**src/rtl/adc_axis_pkg.sv**
```systemverilog
// Shared definitions for the ADC AXI-Stream packetizer.
//   - control word bit indices
//   - status word field positions
//   - run-state enumeration
//   - halfword formatting helper: {OTR, zero pad, data}
package adc_axis_pkg;

  localparam int unsigned CTL_EN   = 0;
  localparam int unsigned CTL_PACK = 1;
  localparam int unsigned CTL_CLR  = 2;
  localparam int unsigned CTL_TPAT = 3;

  localparam int unsigned ST_PKT_LSB  = 0;
  localparam int unsigned ST_PKT_MSB  = 15;
  localparam int unsigned ST_DROP_LSB = 16;
  localparam int unsigned ST_DROP_MSB = 30;
  localparam int unsigned ST_OVF_BIT  = 31;

  typedef enum logic {
    RUN_IDLE   = 1'b0,
    RUN_ACTIVE = 1'b1
  } run_state_e;

  // Keeps the low 'width' bits of field, zero-pads up to bit 14, OTR in bit 15.
  function automatic logic [15:0] fmt_halfword(input logic        otr,
                                               input logic [14:0] field,
                                               input int unsigned width);
    logic [15:0] hw;
    hw = '0;
    for (int unsigned i = 0; i < 15; i++) begin
      if (i < width) hw[i] = field[i];
    end
    hw[15] = otr;
    return hw;
  endfunction

endpackage

```
**src/rtl/axis_sync_fifo.sv**
```systemverilog
// Single-clock FIFO with registered storage, full/empty flags and level count.
//   clk_i, rst_i     : clock, synchronous active-high reset
//   wr_en_i/wr_data_i: write request; accepted when not full or when a read
//                      happens in the same cycle
//   rd_en_i          : pop the head (ignored when empty)
//   rd_data_o        : current head, forced to zero while empty
//   full_o, empty_o, level_o : occupancy
module axis_sync_fifo #(
  parameter int unsigned WIDTH = 32,
  parameter int unsigned DEPTH = 16
) (
  input  logic                     clk_i,
  input  logic                     rst_i,
  input  logic                     wr_en_i,
  input  logic [WIDTH-1:0]         wr_data_i,
  input  logic                     rd_en_i,
  output logic [WIDTH-1:0]         rd_data_o,
  output logic                     full_o,
  output logic                     empty_o,
  output logic [$clog2(DEPTH):0]   level_o
);

  localparam int unsigned AW = $clog2(DEPTH);
  localparam logic [AW:0] LVL_FULL = (AW+1)'(DEPTH);

  logic [WIDTH-1:0] mem_q [DEPTH];
  logic [AW-1:0]    wr_ptr_q;
  logic [AW-1:0]    rd_ptr_q;
  logic [AW:0]      level_q;
  logic             wr_ok;
  logic             rd_ok;

  assign full_o    = (level_q == LVL_FULL);
  assign empty_o   = (level_q == '0);
  assign rd_ok     = rd_en_i & ~empty_o;
  // A read frees a slot in the same cycle, so a full FIFO still takes the write.
  assign wr_ok     = wr_en_i & (~full_o | rd_ok);
  assign rd_data_o = empty_o ? '0 : mem_q[rd_ptr_q];
  assign level_o   = level_q;

  always_ff @(posedge clk_i) begin
    if (wr_ok) mem_q[wr_ptr_q] <= wr_data_i;
  end

  always_ff @(posedge clk_i) begin
    if (rst_i) begin
      wr_ptr_q <= '0;
      rd_ptr_q <= '0;
      level_q  <= '0;
    end else begin
      if (wr_ok) wr_ptr_q <= wr_ptr_q + 1'b1;
      if (rd_ok) rd_ptr_q <= rd_ptr_q + 1'b1;
      case ({wr_ok, rd_ok})
        2'b10:   level_q <= level_q + 1'b1;
        2'b01:   level_q <= level_q - 1'b1;
        default: level_q <= level_q;
      endcase
    end
  end

endmodule

```
**src/rtl/adc_axis_packetizer.sv**
```systemverilog
// ADC capture to AXI-Stream packetizer.
//   m00_axis_aclk/areset : clock, synchronous active-high reset
//   ClockToADC           : divided ADC sample clock (registered)
//   ADCdata              : {OTR, data[ADC_WIDTH-1:0]}
//   control              : [0] enable, [1] pack, [2] clear status, [3] test pattern
//   status               : [31] sticky overflow, [30:16] drops (saturating),
//                          [15:0] packet count
//   m00_axis_*           : AXI-Stream master, PACKET_LEN beats per tlast
module adc_axis_packetizer
  import adc_axis_pkg::*;
#(
  parameter int unsigned ADC_WIDTH  = 14,
  parameter int unsigned CLK_DIV    = 4,
  parameter int unsigned PACKET_LEN = 256,
  parameter int unsigned FIFO_DEPTH = 16
) (
  input  logic                 m00_axis_aclk,
  input  logic                 m00_axis_areset,
  output logic                 ClockToADC,
  input  logic [ADC_WIDTH:0]   ADCdata,
  input  logic [3:0]           control,
  output logic [31:0]          status,
  output logic                 m00_axis_tvalid,
  output logic [31:0]          m00_axis_tdata,
  output logic [3:0]           m00_axis_tstrb,
  output logic                 m00_axis_tlast,
  input  logic                 m00_axis_tready
);

  localparam int unsigned DIV_W  = $clog2(CLK_DIV);
  localparam logic [DIV_W-1:0] DIV_LAST = DIV_W'(CLK_DIV - 1);
  localparam logic [DIV_W-1:0] DIV_HALF = DIV_W'(CLK_DIV / 2);
  localparam int unsigned BEAT_W = (PACKET_LEN > 1) ? $clog2(PACKET_LEN) : 1;
  localparam logic [BEAT_W-1:0] BEAT_LAST = BEAT_W'(PACKET_LEN - 1);

  logic [DIV_W-1:0]  div_q, div_d;
  logic              clk_adc_q;
  run_state_e        state_q;
  logic              en_prev_q;
  logic              pack_q, tpat_q, phase_q;
  logic [15:0]       pat_q, lo_q;
  logic [31:0]       word_q;
  logic              word_vld_q;
  logic [BEAT_W-1:0] beat_q;
  logic [15:0]       pkt_q;
  logic [14:0]       drop_q;
  logic              ovf_q;

  logic        en, rise, strobe, hs, beat_at_last, drop;
  logic [15:0] halfword;
  logic        fifo_full, fifo_empty;
  logic [31:0] fifo_head;
  logic [$clog2(FIFO_DEPTH):0] fifo_level_unused;

  assign div_d  = (div_q == DIV_LAST) ? '0 : div_q + 1'b1;
  assign en     = control[CTL_EN];
  assign rise   = en & ~en_prev_q;
  assign strobe = (state_q == RUN_ACTIVE) && (div_q == DIV_LAST);

  assign halfword = tpat_q
    ? fmt_halfword(ADCdata[ADC_WIDTH], pat_q[14:0], 15)
    : fmt_halfword(ADCdata[ADC_WIDTH], 15'(ADCdata[ADC_WIDTH-1:0]), ADC_WIDTH);

  always_ff @(posedge m00_axis_aclk) begin
    if (m00_axis_areset) begin
      div_q     <= '0;
      clk_adc_q <= 1'b0;
    end else begin
      div_q     <= div_d;
      clk_adc_q <= (div_d < DIV_HALF);
    end
  end

  // Run-state machine with source select and pair packer.
  always_ff @(posedge m00_axis_aclk) begin
    if (m00_axis_areset) begin
      state_q    <= RUN_IDLE;
      en_prev_q  <= 1'b0;
      pack_q     <= 1'b0;
      tpat_q     <= 1'b0;
      phase_q    <= 1'b0;
      pat_q      <= '0;
      lo_q       <= '0;
      word_q     <= '0;
      word_vld_q <= 1'b0;
    end else begin
      en_prev_q  <= en;
      word_vld_q <= 1'b0;
      if (strobe) begin
        pat_q <= pat_q + 1'b1;
        if (!pack_q) begin
          word_q     <= {16'h0, halfword};
          word_vld_q <= 1'b1;
        end else if (!phase_q) begin
          lo_q    <= halfword;
          phase_q <= 1'b1;
        end else begin
          word_q     <= {halfword, lo_q};
          word_vld_q <= 1'b1;
          phase_q    <= 1'b0;
        end
      end
      case (state_q)
        RUN_IDLE: begin
          if (rise) begin
            state_q <= RUN_ACTIVE;
            pack_q  <= control[CTL_PACK];
            tpat_q  <= control[CTL_TPAT];
            pat_q   <= '0;
            phase_q <= 1'b0;
          end
        end
        RUN_ACTIVE: begin
          // Overrides the packer update above, discarding a half-filled pair.
          if (!en) begin
            state_q <= RUN_IDLE;
            phase_q <= 1'b0;
          end
        end
      endcase
    end
  end

  axis_sync_fifo #(
    .WIDTH(32),
    .DEPTH(FIFO_DEPTH)
  ) u_fifo (
    .clk_i     (m00_axis_aclk),
    .rst_i     (m00_axis_areset),
    .wr_en_i   (word_vld_q),
    .wr_data_i (word_q),
    .rd_en_i   (m00_axis_tready),
    .rd_data_o (fifo_head),
    .full_o    (fifo_full),
    .empty_o   (fifo_empty),
    .level_o   (fifo_level_unused)
  );

  assign hs           = ~fifo_empty & m00_axis_tready;
  assign beat_at_last = (beat_q == BEAT_LAST);
  // Full with a concurrent read still accepts the word.
  assign drop         = word_vld_q & fifo_full & ~m00_axis_tready;

  always_ff @(posedge m00_axis_aclk) begin
    if (m00_axis_areset) begin
      beat_q <= '0;
      pkt_q  <= '0;
      drop_q <= '0;
      ovf_q  <= 1'b0;
    end else begin
      if (hs) beat_q <= beat_at_last ? '0 : beat_q + 1'b1;
      if (control[CTL_CLR]) begin
        pkt_q  <= '0;
        drop_q <= '0;
        ovf_q  <= 1'b0;
      end else begin
        if (hs && beat_at_last) pkt_q <= pkt_q + 1'b1;
        if (drop) begin
          ovf_q <= 1'b1;
          if (drop_q != '1) drop_q <= drop_q + 1'b1;
        end
      end
    end
  end

  assign ClockToADC      = clk_adc_q;
  assign m00_axis_tvalid = ~fifo_empty;
  assign m00_axis_tdata  = fifo_head;
  assign m00_axis_tstrb  = 4'hF;
  assign m00_axis_tlast  = ~fifo_empty & beat_at_last;

  always_comb begin
    status = '0;
    status[ST_OVF_BIT]                = ovf_q;
    status[ST_DROP_MSB:ST_DROP_LSB]   = drop_q;
    status[ST_PKT_MSB:ST_PKT_LSB]     = pkt_q;
  end

endmodule

```
**config.mk**
```make
export PLATFORM = sky130hd
export DESIGN_NAME = adc_axis_packetizer
export DESIGN_NICKNAME = d
export VERILOG_FILES = /design/src/rtl/adc_axis_pkg.sv /design/src/rtl/axis_sync_fifo.sv /design/src/rtl/adc_axis_packetizer.sv
export SDC_FILE = /design/constraint.sdc
export NUM_CORES = 1
export LEC_CHECK = 0
export ABC_AREA = 1
export BUFFER_PORTS_ARGS = -buffer_cell sky130_fd_sc_hd__clkbuf_2
export CORE_MARGIN = 5
export CORE_UTILIZATION = 53
export DETAILED_ROUTE_END_ITERATION = 6
export GPL_ROUTABILITY_DRIVEN = 0
export HOLD_SLACK_MARGIN = 0.05
export PLACE_DENSITY = 0.76
export RECOVER_POWER = 100
export SYNTH_ARGS = -nofsm -noshare
export SYNTH_HDL_FRONTEND = slang
export SYNTH_SLANG_ARGS = --single-unit
```
**constraint.sdc**
```tcl
create_clock -name m00_axis_aclk -period 2.6 [get_ports m00_axis_aclk]
set_input_delay 0 -clock m00_axis_aclk [delete_from_list [all_inputs] [get_ports m00_axis_aclk]]
set_output_delay 0 -clock m00_axis_aclk [all_outputs]
set_load 0.03 [all_outputs]
```
Word level (Yosys, flattened, before mapping)
Memory sizes are Yosys's and may differ from the RTL's. A register that Yosys moved wholly into a read port is not among the register bits.
Index checks and enable logic that the tools add are counted.
{ "word_totals": {"register_bits": 126, "ramBits": 512, "inputBits": 22, "word_cells": 85, "n_memories": 1} }
{ "memory_table": {"columns": ["memory", "words", "word_bits", "rd", "rd_ports_with_merged_regs", "wr", "line_no", "rtl"], "rows": [
  ["u_fifo.mem_q", 16, 32, 1, 1, 1, "axis_sync_fifo.sv:26", "logic [WIDTH-1:0] mem_q [DEPTH];"]
]} }
{ "classes": {"addsub": 9, "magnitude_cmp": 1, "eq_ne": 7, "n_mux": 25, "bitwise": 14, "reduce_logical": 10} }
{ "op_table": {"columns": ["operator", "count"], "rows": [
  ["$mux 32", 3],
  ["$mux 16", 3],
  ["$add 16x1->16 const B", 2],
  ["$add 15x1->15 const B", 1],
  ["$mux 15", 1],
  ["$ne 15x15->1 const B", 1],
  ["$mux 1", 11],
  ["$pmux 5 s2", 1],
  ["$add 4x1->4 const B", 2],
  ["$add 8x1->8 const B", 1],
  ["$eq 8x8->1 const B", 1],
  ["$mux 4", 2],
  ["$mux 8", 1],
  ["$not 1->1", 7],
  ["$and 1x1->1", 6],
  ["$reduce_and 2->1", 3],
  ["$add 5x1->5 const B", 1],
  ["$eq 5x5->1 const B", 1],
  ["$logic_not 5->1", 1],
  ["$sub 5x1->5 const B", 1],
  ["$eq 2x2->1 const B", 2],
  ["$pmux 1 s2", 2],
  ["$reduce_or 2->1", 2],
  ["$reduce_and 3->1", 1],
  ["8 further kinds", 9]
]} }

Logic depth before layout (Yosys ltp)
Gate-level depths: netlist (run 1).
{ "depth": {"ltp_word": 7, "depth_mapped": 16} }

Cells and area by module
Synthesis (run 1) repeated with hierarchy kept, for this count alone.
{ "unflattened": {"hier_cells": 2514, "hier_area_um2": 26531.7} }
{ "modules_own_cells": {"columns": ["module", "n_inst", "cells_each", "area_per_inst_um2", "seq_area_each_um2"], "rows": [
  ["axis_sync_fifo", 1, 1776, 21317.9, 15715.1],
  ["adc_axis_packetizer", 1, 738, 5213.8, 2242.2]
]} }

Worst setup path after synthesis (run 1)
No wires, ideal clock.
{ "synth_timing": {"kind": "register to register", "from": "register u_fifo.level_q[0], in the netlist u_fifo.level_o[0]", "to": "memory u_fifo.mem_q[0][0] (enable)", "setup_time_ns": 0.421, "arrival_ns": 2.284, "t_required_ns": 2.179, "setup_slack_ns": -0.105, "stages_incl_launch_ff": 7, "n_path_buf": 0, "synth_period_minus_slack_ns": 2.705, "path_cell_list": "dfxtp_1 -> nor2_2 -> nand3_2 -> nand2_1 -> inv_1 -> nand2_1 -> nor2_1"} }
{ "synth_via": {"elab_chain_cells": 7, "elab_cells_between_ends": 9} }
{ "synth_lines": {"columns": ["item", "line_no", "rtl"], "rows": [
  ["from (decl)", "axis_sync_fifo.sv:29", "logic [AW:0] level_q;"],
  ["from (signal assigned)", "axis_sync_fifo.sv:54", "2'b10: level_q <= level_q + 1'b1;"],
  ["from (signal assigned)", "axis_sync_fifo.sv:55", "2'b01: level_q <= level_q - 1'b1;"],
  ["from (signal assigned)", "axis_sync_fifo.sv:56", "default: level_q <= level_q;"],
  ["$logic_not 5->1", "axis_sync_fifo.sv:34", "assign empty_o = (level_q == '0);"],
  ["$not 1->1", "axis_sync_fifo.sv:35", "assign rd_ok = rd_en_i & ~empty_o;"],
  ["$and 1x1->1", "axis_sync_fifo.sv:35", null],
  ["$or 1x1->1 *", "axis_sync_fifo.sv:37", "assign wr_ok = wr_en_i & (~full_o | rd_ok);"],
  ["$and 1x1->1 *", "axis_sync_fifo.sv:37", null],
  ["$mux 1 *", "axis_sync_fifo.sv:42", "if (wr_ok) mem_q[wr_ptr_q] <= wr_data_i;"],
  ["$mux 1 (implied by the code) *", "axis_sync_fifo.sv:42", null],
  ["to (decl)", "axis_sync_fifo.sv:26", null]
]} }
Mark *: on every way between the ends. The rest lies on a longest branch, timed or not.

==> results.md, run 1 <==
- Vias: 19,300
- Finished Cell Area: 30,400 µm²
- IR drop worst, VDD: 0.717 mV
- Tcrit/Tclk final: 98.8%
- FMAX: 389 MHz
- Post-synth top flop: edfxtp_1
- Hold crit path type: primary input to register
- Share of layout cells above drive strength 1: 10.1%
- Worst-path clk slew: 60 ps
- Final Setup Violations: 0
- H-tree lvl count: 2
- Final-report max-slew violation count: 0
- Wire per inst: around 20 µm
- Post-route DRC: 0
- Port bufs: between 80 and 90
- MaxCap Viol Count: 0
- Drt total wl: 66.3 mm
- RSZ-0062 raised after global routing: true
- Global-route wire length before repair: between 100 and 150 mm
- CTS buffer count: 61
- Placeable Area: roughly 50,000 µm²
- Pwr dens: around 950 nW/µm²
- Clock Tree Buf Depth: 3
- Lkg Pwr: 11.2 nW
- Synth Instances: 2,559
- Placement Cell Area: 28,000 µm²
- Antenna cells: 0
- Drt pass-1 iters: 5
- Avg Cell Area, Syn: 10.4 µm²
- Worst skew pair latency: 630 ps
- Nets@finish: approximately 2,700
- Worst Path Required: 2600 ps
- Fraction of registers with async set/reset: 0%
- Most frequent cells in the layout: nand2_1, edfxtp_1, nand3_1, a21oi_1, dfxtp_1
- Detail Placement HPWL: 36.9 mm
- Die W: approximately 230 µm
- Crit Path Class: register to primary output
- Die Height: around 230 µm
- Flop2flop setup slack: 90 ps
- Clock sinks: around 640
- Root Buffer Master: clkbuf_16
- Vias in the first global route: 18,600
- Synth Cell Area: 26,600 µm²
- Drt initial violations: around 2,500
- Worst Skew: 20.3 ps
- Number of synthesized flops with an enable pin: 512
- Seq/Total Area, Yosys: 67.6%
- Site Rows: 82
- Initial Utilization: 53.3%
- Initial antenna violation count: 1
- Flops & latches, synth: 641
- CP startpoint kind: register
- Yosys Warn Count: 0
- P&R area growth vs syn: 14.3%
- Vias per cell: around 5.7
- GRT Total Usage: 23.8%
- Slew HR: 33.0%
- CTS tree: built
- Crit Path Max Fanout: 32
- Largest net degree at the start of global routing: 98
- Post-synthesis cell type count: 36
- Die ar.: 54,700 µm²
- Setup TNS: 0 ps
- Final Hold Fails: 0
- Minimum clock period: 2570 ps
- Io pins: between 90 and 100
- Status: finished clean
- Most common cell after layout, fill and taps aside: nand2_1
- Worst Tran Pin Value: 1000 ps
- Antenna viol nets, final: 0
- CP endpoint kind: primary output
- Gr ovfl total: 0
- Crit path DAT: ~2600 ps
[metal layers]
metal / share of wire [%] / wire length (µm) / up-vias / GRT usage, %
met5: 0 / 0 / - / 0
met4: 2.1 / 1420 / 0 / 6.40
met3: 9.7 / 6450 / 113 / 3.83
met2: 49 / 32400 / 971 / 39.4
met1: 39 / 26000 / 9290 / 33.1
li1: - / - / 8967 / -
[per-stage QoR]
| step | hold slack, ps | instances | power, mW | worst slack, ps | utilization (%) |
|---|---|---|---|---|---|
| after CTS | 169 | 3373 | 28.9 | 4.55 | 61.1 |
| after detailed placement | 268 | 3232 | 19.3 | 243 | 56.1 |
| final | 214 | 3388 | 28.9 | 31.2 | 60.9 |
| after global placement | 253 | 3232 | 19.1 | 320 | 56.1 |
| after floorplan | 144 | 2562 | 17.0 | -105 | - |
| after global routing | 249 | 3388 | 30.3 | -40.3 | 60.9 |
[cell usage after synthesis (14+ instances only)]
cell type  instances  share of area [%]
clkbuf_1          44               0.62
o21ai_0           50               0.94
buf_2             56                1.1
dfxtp_1          129                9.7
nor2_1            88                1.2
buf_4             19               0.54
a21oi_1          148                2.8
edfxtp_1         512                 58
inv_1             66               0.93
nand3_1          431                8.1
buf_1             21               0.30
ha_1              15               0.71
xor2_1            14               0.46
xnor2_1           14               0.46
nand2_1          894                 13
[repair_timing]
action	4_1_cts	5_1_grt
resized for setup	12	14
gates cloned	0	3
pin swaps	0	2
setup buffers	1	12
hold buffers	25	0
setup endpoints to repair	23	17
hold endpoints to repair	104	0
[power by group]
| part | total, mW | internal, mW | switching, mW |
|---|---|---|---|
| sequential | 11.2 | 11.1 | 0.198 |
| clock | 9.51 | 5.70 | 3.80 |
| combinational | 8.16 | 2.35 | 5.81 |
| total | 28.9 | 19.1 | 9.81 |
[flip-flops by register name (all words and copies together) (netlist names), 2 cells and up, named ones only]
signal	cells
word_q	32
pat_q	15
drop_q	15
u_fifo.wr_ptr_q	4
div_q	2
lo_q	16
u_fifo.rd_ptr_q	4
u_fifo.mem_q	512
pkt_q	16
beat_q	8
u_fifo.level_o	5
[cell type report]
cell class,instances,area (µm²)
fillers,3873,19500
flip-flops and latches,641,18000
multi-input cells,1701,7720
clock buffers,72,1640
repair buffers,182,1330
well taps,672,841
clock inverters,43,548
inverters,76,310
repair inverters,1,5.00
[worst max-delay path, cell delays in order, from the launching register on]
cell	delay, ps
dfxtp_4	620
buf_6	330
nand2_1	110
nand3_1	110
nand3_1	100
nand2_1	80
nand2_1	60
a21oi_2	280
clkbuf_2	260
[worst paths after layout]
path | startpoint | endpoint | cells past startpoint
min reg2reg | div_q[0] | div_q[0] | 1
max reg2reg | u_fifo.level_o[0] | u_fifo.mem_q[4][18] | 7
max | register | m00_axis_tdata[2] | 8
min | control[0] | phase_q | 4
[cell families (layout without fill, tap and decap cells)]
kind of cell               Yosys count  count (layout)  synth area share (%)
and+or+nand+nor                   1447            1447                  23.0
DFF                                641             641                  67.6
buffers and inverters              220             374                  3.75
AOI/OAI and AO/OA                  207             207                  4.02
xor gates and xnor gates            28              28                 0.923
adders and majority gates           15              15                 0.707
other                                1               4                0.0141
(Power assumes the default switching activity.)
==> inputs of run 2 (changes only) <==
ABC_AREA = unset   (was 1)
==> results.md, run 2 <==
- Hold crit path type: primary input to register (unchanged)
- RSZ-0062 raised after global routing: true (unchanged)
- H-tree lvl count: 2 (unchanged)
- FF-to-FF End: u_fifo.level_o[4] (was u_fifo.mem_q[4][18])
- Crit path DAT: 3140 ps (was 2570 ps)
- Vias in the first global route: 14,600 (was 18,600)
- Detail Placement HPWL: 31.5 mm (was 36.9 mm)
- Worst r2r path cells: 10 (was 7)
- Combinational power share: 1.7% (was 28.2%)
- Regs by FF count: u_fifo.mem_q (512), word_q (32) (unchanged)
- Final setup margin: -49.2 ps (was 31.2 ps)
- Worst Tran Pin Value: 1250 ps (was 1000 ps)
- Tcrit/Tclk final: 102% (was 98.8%)
- Violated checks: setup timing
- Finished Cell Area: 29,300 µm² (was 30,400 µm²)
- Final non-filler cell total: 2,301 (was 3,388)
- Avg Cell Area, Syn: 16.9 µm² (was 10.4 µm²)
- Antenna cells: 0 (unchanged)
- Worst R2R Start: u_fifo.level_o[0] (unchanged)
- Most frequent cell after synthesis: edfxtp_1 (was nand2_1)
- MaxCap Viol Count: 0 (unchanged)
- Worst Skew: 14.5 ps (was 20.3 ps)
- CP endpoint kind: register (was primary output)
- Share of layout cells above drive strength 1: 22.5% (was 10.1%)
- Main combinational cell family by area after synthesis: multiplexers (was simple AND/OR/NAND/NOR gates)
- Clock Tree Buf Depth: 3 (unchanged)
- Multi-input logic area: 7030 µm² (was 7720 µm²)
- Crit path depth: 10 (was 8)
- Lkg Pwr: 9.51 nW (was 11.2 nW)
- CTS buffer count: 60 (was 61)
- Top post-synthesis cells by area: edfxtp_1, mux4_2, dfxtp_1 (was edfxtp_1, nand2_1, dfxtp_1)
- Post-synthesis cell type count: 55 (was 36)
- Global-route wire length before repair: 86.4 mm (was 102 mm)
- CP max stage cell: or4_4 (was dfxtp_4)
- Initial antenna violation count: 1 (unchanged)
- Clock Power Share: 43.8% (was 32.9%)
- FMAX: 377 MHz (was 389 MHz)
- Fraction of registers with async set/reset: 0% (unchanged)
- Worst Path Required: 3090 ps (was 2600 ps)
- Total Power: 20.1 mW (was 28.9 mW)
- Final Setup Violations: 2 (was 0)
- Port bufs: 88 (unchanged)
- Root Buffer Master: clkbuf_16 (unchanged)
- Drt pass-1 iters: 5 (unchanged)
- Post-synthesis adder-cell area fraction: 0.745% (was 0.707%)
- Worst Setup SP: u_fifo.level_o[0]
- Drt initial violations: 1,620 (was 2,525)
- Die ar.: 52,000 µm² (was 54,700 µm²)
- Worst skew pair latency: 610 ps (was 630 ps)
- Vias: 13,900 (was 19,300)
- Synth Area in Compound Gates: 4.62% (was 4.02%)
- Yosys top cell by area: edfxtp_1 (unchanged)
- P&R area growth vs syn: 16.4% (was 14.3%)
- Drt total wl: 55.5 mm (was 66.3 mm)
- Critical path endpoint: u_fifo.level_o[4] (was m00_axis_tdata[2])
- Buf+Inv Stages, Crit Path: 1 (was 2)
- Fillers: 3,295 (was 3,873)
- Power share of the sequential group: 54.5% (was 38.9%)
- Synth top area share: 61.0% (was 57.9%)
- Largest Register: u_fifo.mem_q (unchanged)
- Antenna viol nets, final: 0 (unchanged)
- Final Hold Fails: 0 (unchanged)
- CTS tree: built (unchanged)
- Register area: 18,000 µm² (unchanged)
- CP peak stage delay: 580 ps (was 620 ps)
- Most frequent cells in the layout: edfxtp_1, mux4_2, dfxtp_1, nor2_1, mux2i_1 (was nand2_1, edfxtp_1, nand3_1, a21oi_1, dfxtp_1)
- Top post-synthesis cells by count: edfxtp_1, dfxtp_1, mux4_2 (was nand2_1, edfxtp_1, nand3_1)
- Flop2flop setup slack: -50 ps (was 90 ps)
- Post-synth top flop: edfxtp_1 (unchanged)
- Synth Instances: 1,491 (was 2,559)
- Clock sinks: 641 (unchanged)
- GRT Total Usage: 21.3% (was 23.8%)
- Final-report max-slew violation count: 0 (unchanged)
- Die Height: 228 µm (was 234 µm)
- IR drop worst, VDD: 0.478 mV (was 0.717 mV)
- Seq/Total Area, Yosys: 71.3% (was 67.6%)
- CP startpoint kind: register (unchanged)
- Net Switching: 3.94 mW (was 9.81 mW)
- Site Rows: 80 (was 82)
- Most common cell after layout, fill and taps aside: edfxtp_1 (was nand2_1)
- Inst Count DP: 2,157 (was 3,232)
- Nets@finish: 1,671 (was 2,701)
- Crit Path Max Fanout: 4 (was 32)
- Placeable Area: 47,300 µm² (was 49,900 µm²)
- Internal: 16.2 mW (was 19.1 mW)
- Initial Utilization: 53.2% (was 53.3%)
- Io pins: 93 (unchanged)
- Number of synthesized flops with an enable pin: 512 (unchanged)
- Post-synthesis simple-gate area fraction: 5.66% (was 23.0%)
- Synth Cell Area: 25,200 µm² (was 26,600 µm²)
- Top cell family by delay on the critical path: compound AO/OA/AOI/OAI gates (was flip-flops)
- CP cell instances: or4_4 > o21ai_4 > inv_2 > ha_4 > xor2_2 > ha_2 > a21oi_4 > a32oi_1 > a31oi_1 > mux2_2 (was buf_6 > nand2_1 > nand3_1 > nand3_1 > nand2_1 > nand2_1 > a21oi_2 > clkbuf_2)
- Vias per cell: 6.03 (was 5.71)
- Status: complete, but fails checks (was finished clean)
- Flops & latches, synth: 641 (unchanged)
- Placement Cell Area: 26,900 µm² (was 28,000 µm²)
- Pwr dens: 687 nW/µm² (was 952 nW/µm²)
- Die W: 228 µm (was 234 µm)
- Net Sw Frac: 19.6% (was 33.9%)
- Yosys Warn Count: 0 (unchanged)
- Setup TNS: -56.9 ps (was 0 ps)
- Max reg flops: 512 (unchanged)
- Mux share of post-synthesis cell area: 15.1% (was 0%)
- Gr ovfl total: 0 (unchanged)
- Crit Path Class: register to register (was register to primary output)
- Synth Area in XOR/XNOR: 0.834% (was 0.923%)
- Slew HR: 16.6% (was 33.0%)
- Largest net degree at the start of global routing: 57 (was 98)
- Post-route DRC: 0 (unchanged)
- Wire per inst: 24.1 µm (was 19.6 µm)
- Worst-path clk slew: 60 ps (about the same)
- Final core occ: 61.9% (was 60.9%)
- Minimum clock period: 2650 ps (was 2570 ps)
==> run 2: changes by cell type in the layout (fill, tap and decap cells not counted), sizes merged, moves of 20 or more <==
cell,previous run,this run
clkbuf,181,159
o22ai,0,34
buf,48,73
inv,77,15
mux2i,0,89
mux4,0,128
nand2,898,72
a21oi,148,46
nand3,433,14
o21ai,51,31
==> run 2: stage by stage <==
stage / worst slack (ps) / hold WS (ps)
2_1_floorplan: -349 / 147
3_3_place_gp: 16.4 / 239
3_5_place_dp: -43.0 / 265
4_1_cts: -35.6 / 163
5_1_grt: -148 / 237
6_report: -49.2 / 198
==> run 2: repair_timing <==
action                                  CTS  global route
gates cloned                              2             0
setup buffers                             5             2
pin swaps                                 1             2
endpoints found under the setup margin   33            33
hold endpoints to repair                 72             0
gates resized for setup                  27            26
hold buffers                             22             0
==> run 2: final cells by class <==
class                      instances  share of cell area [%]
sequential                       641                    61.3
multi-input combinational        743                    24.0
clock buffer                      80                    5.69
timing repair buffer             174                    5.10
tap                              615                    2.62
clock inverter                    34                    1.14
inverter                          14                   0.188
==> run 2: worst min-delay path, cell delays in order <==
cell           delay, ps
dlygate4sd3_1        520
clkbuf_2             110
a22oi_1               60
nor2_1                70
==> run 2: cells by family after synthesis <==
family | after synthesis
AND/OR/NAND/NOR | 296
AO/OA/AOI/OAI | 185
multiplexers | 219
buffers and inverters | 110
adder cells (fa/ha/maj) | 15
XOR/XNOR | 24
other | 1
flip-flops | 641
==> run 2: routing by layer <==
metal  part of all wire [%]  global-route usage [%]  up-vias
met5                      0                       0        -
met4                    1.6                    4.80        0
met3                    6.0                    3.37       68
met2                     52                    36.8      462
met1                     41                    29.1     7154
li1                       -                       -     6201
==> run 2: power by group through the flow <==
stage	clock [mW]	sequential, mW	combinational, mW
5_1_grt	9.38	11.0	0.382
2_1_floorplan	0	11.2	0.219
6_report	8.81	11.0	0.350
3_3_place_gp	0	11.2	0.304
4_1_cts	8.93	11.0	0.354
3_5_place_dp	0	11.2	0.310
==> run 2: worst min-delay path by stage <==
stage	from	end	slack, ps	cells past startpoint
floorplan	ADCdata[14]	lo_q[15]	150	2
global placement	control[1]	pack_q	240	3
detailed placement	control[1]	pack_q	260	3
CTS	control[0]	phase_q	160	4
global route	control[0]	phase_q	240	4
finish	control[0]	phase_q	200	4
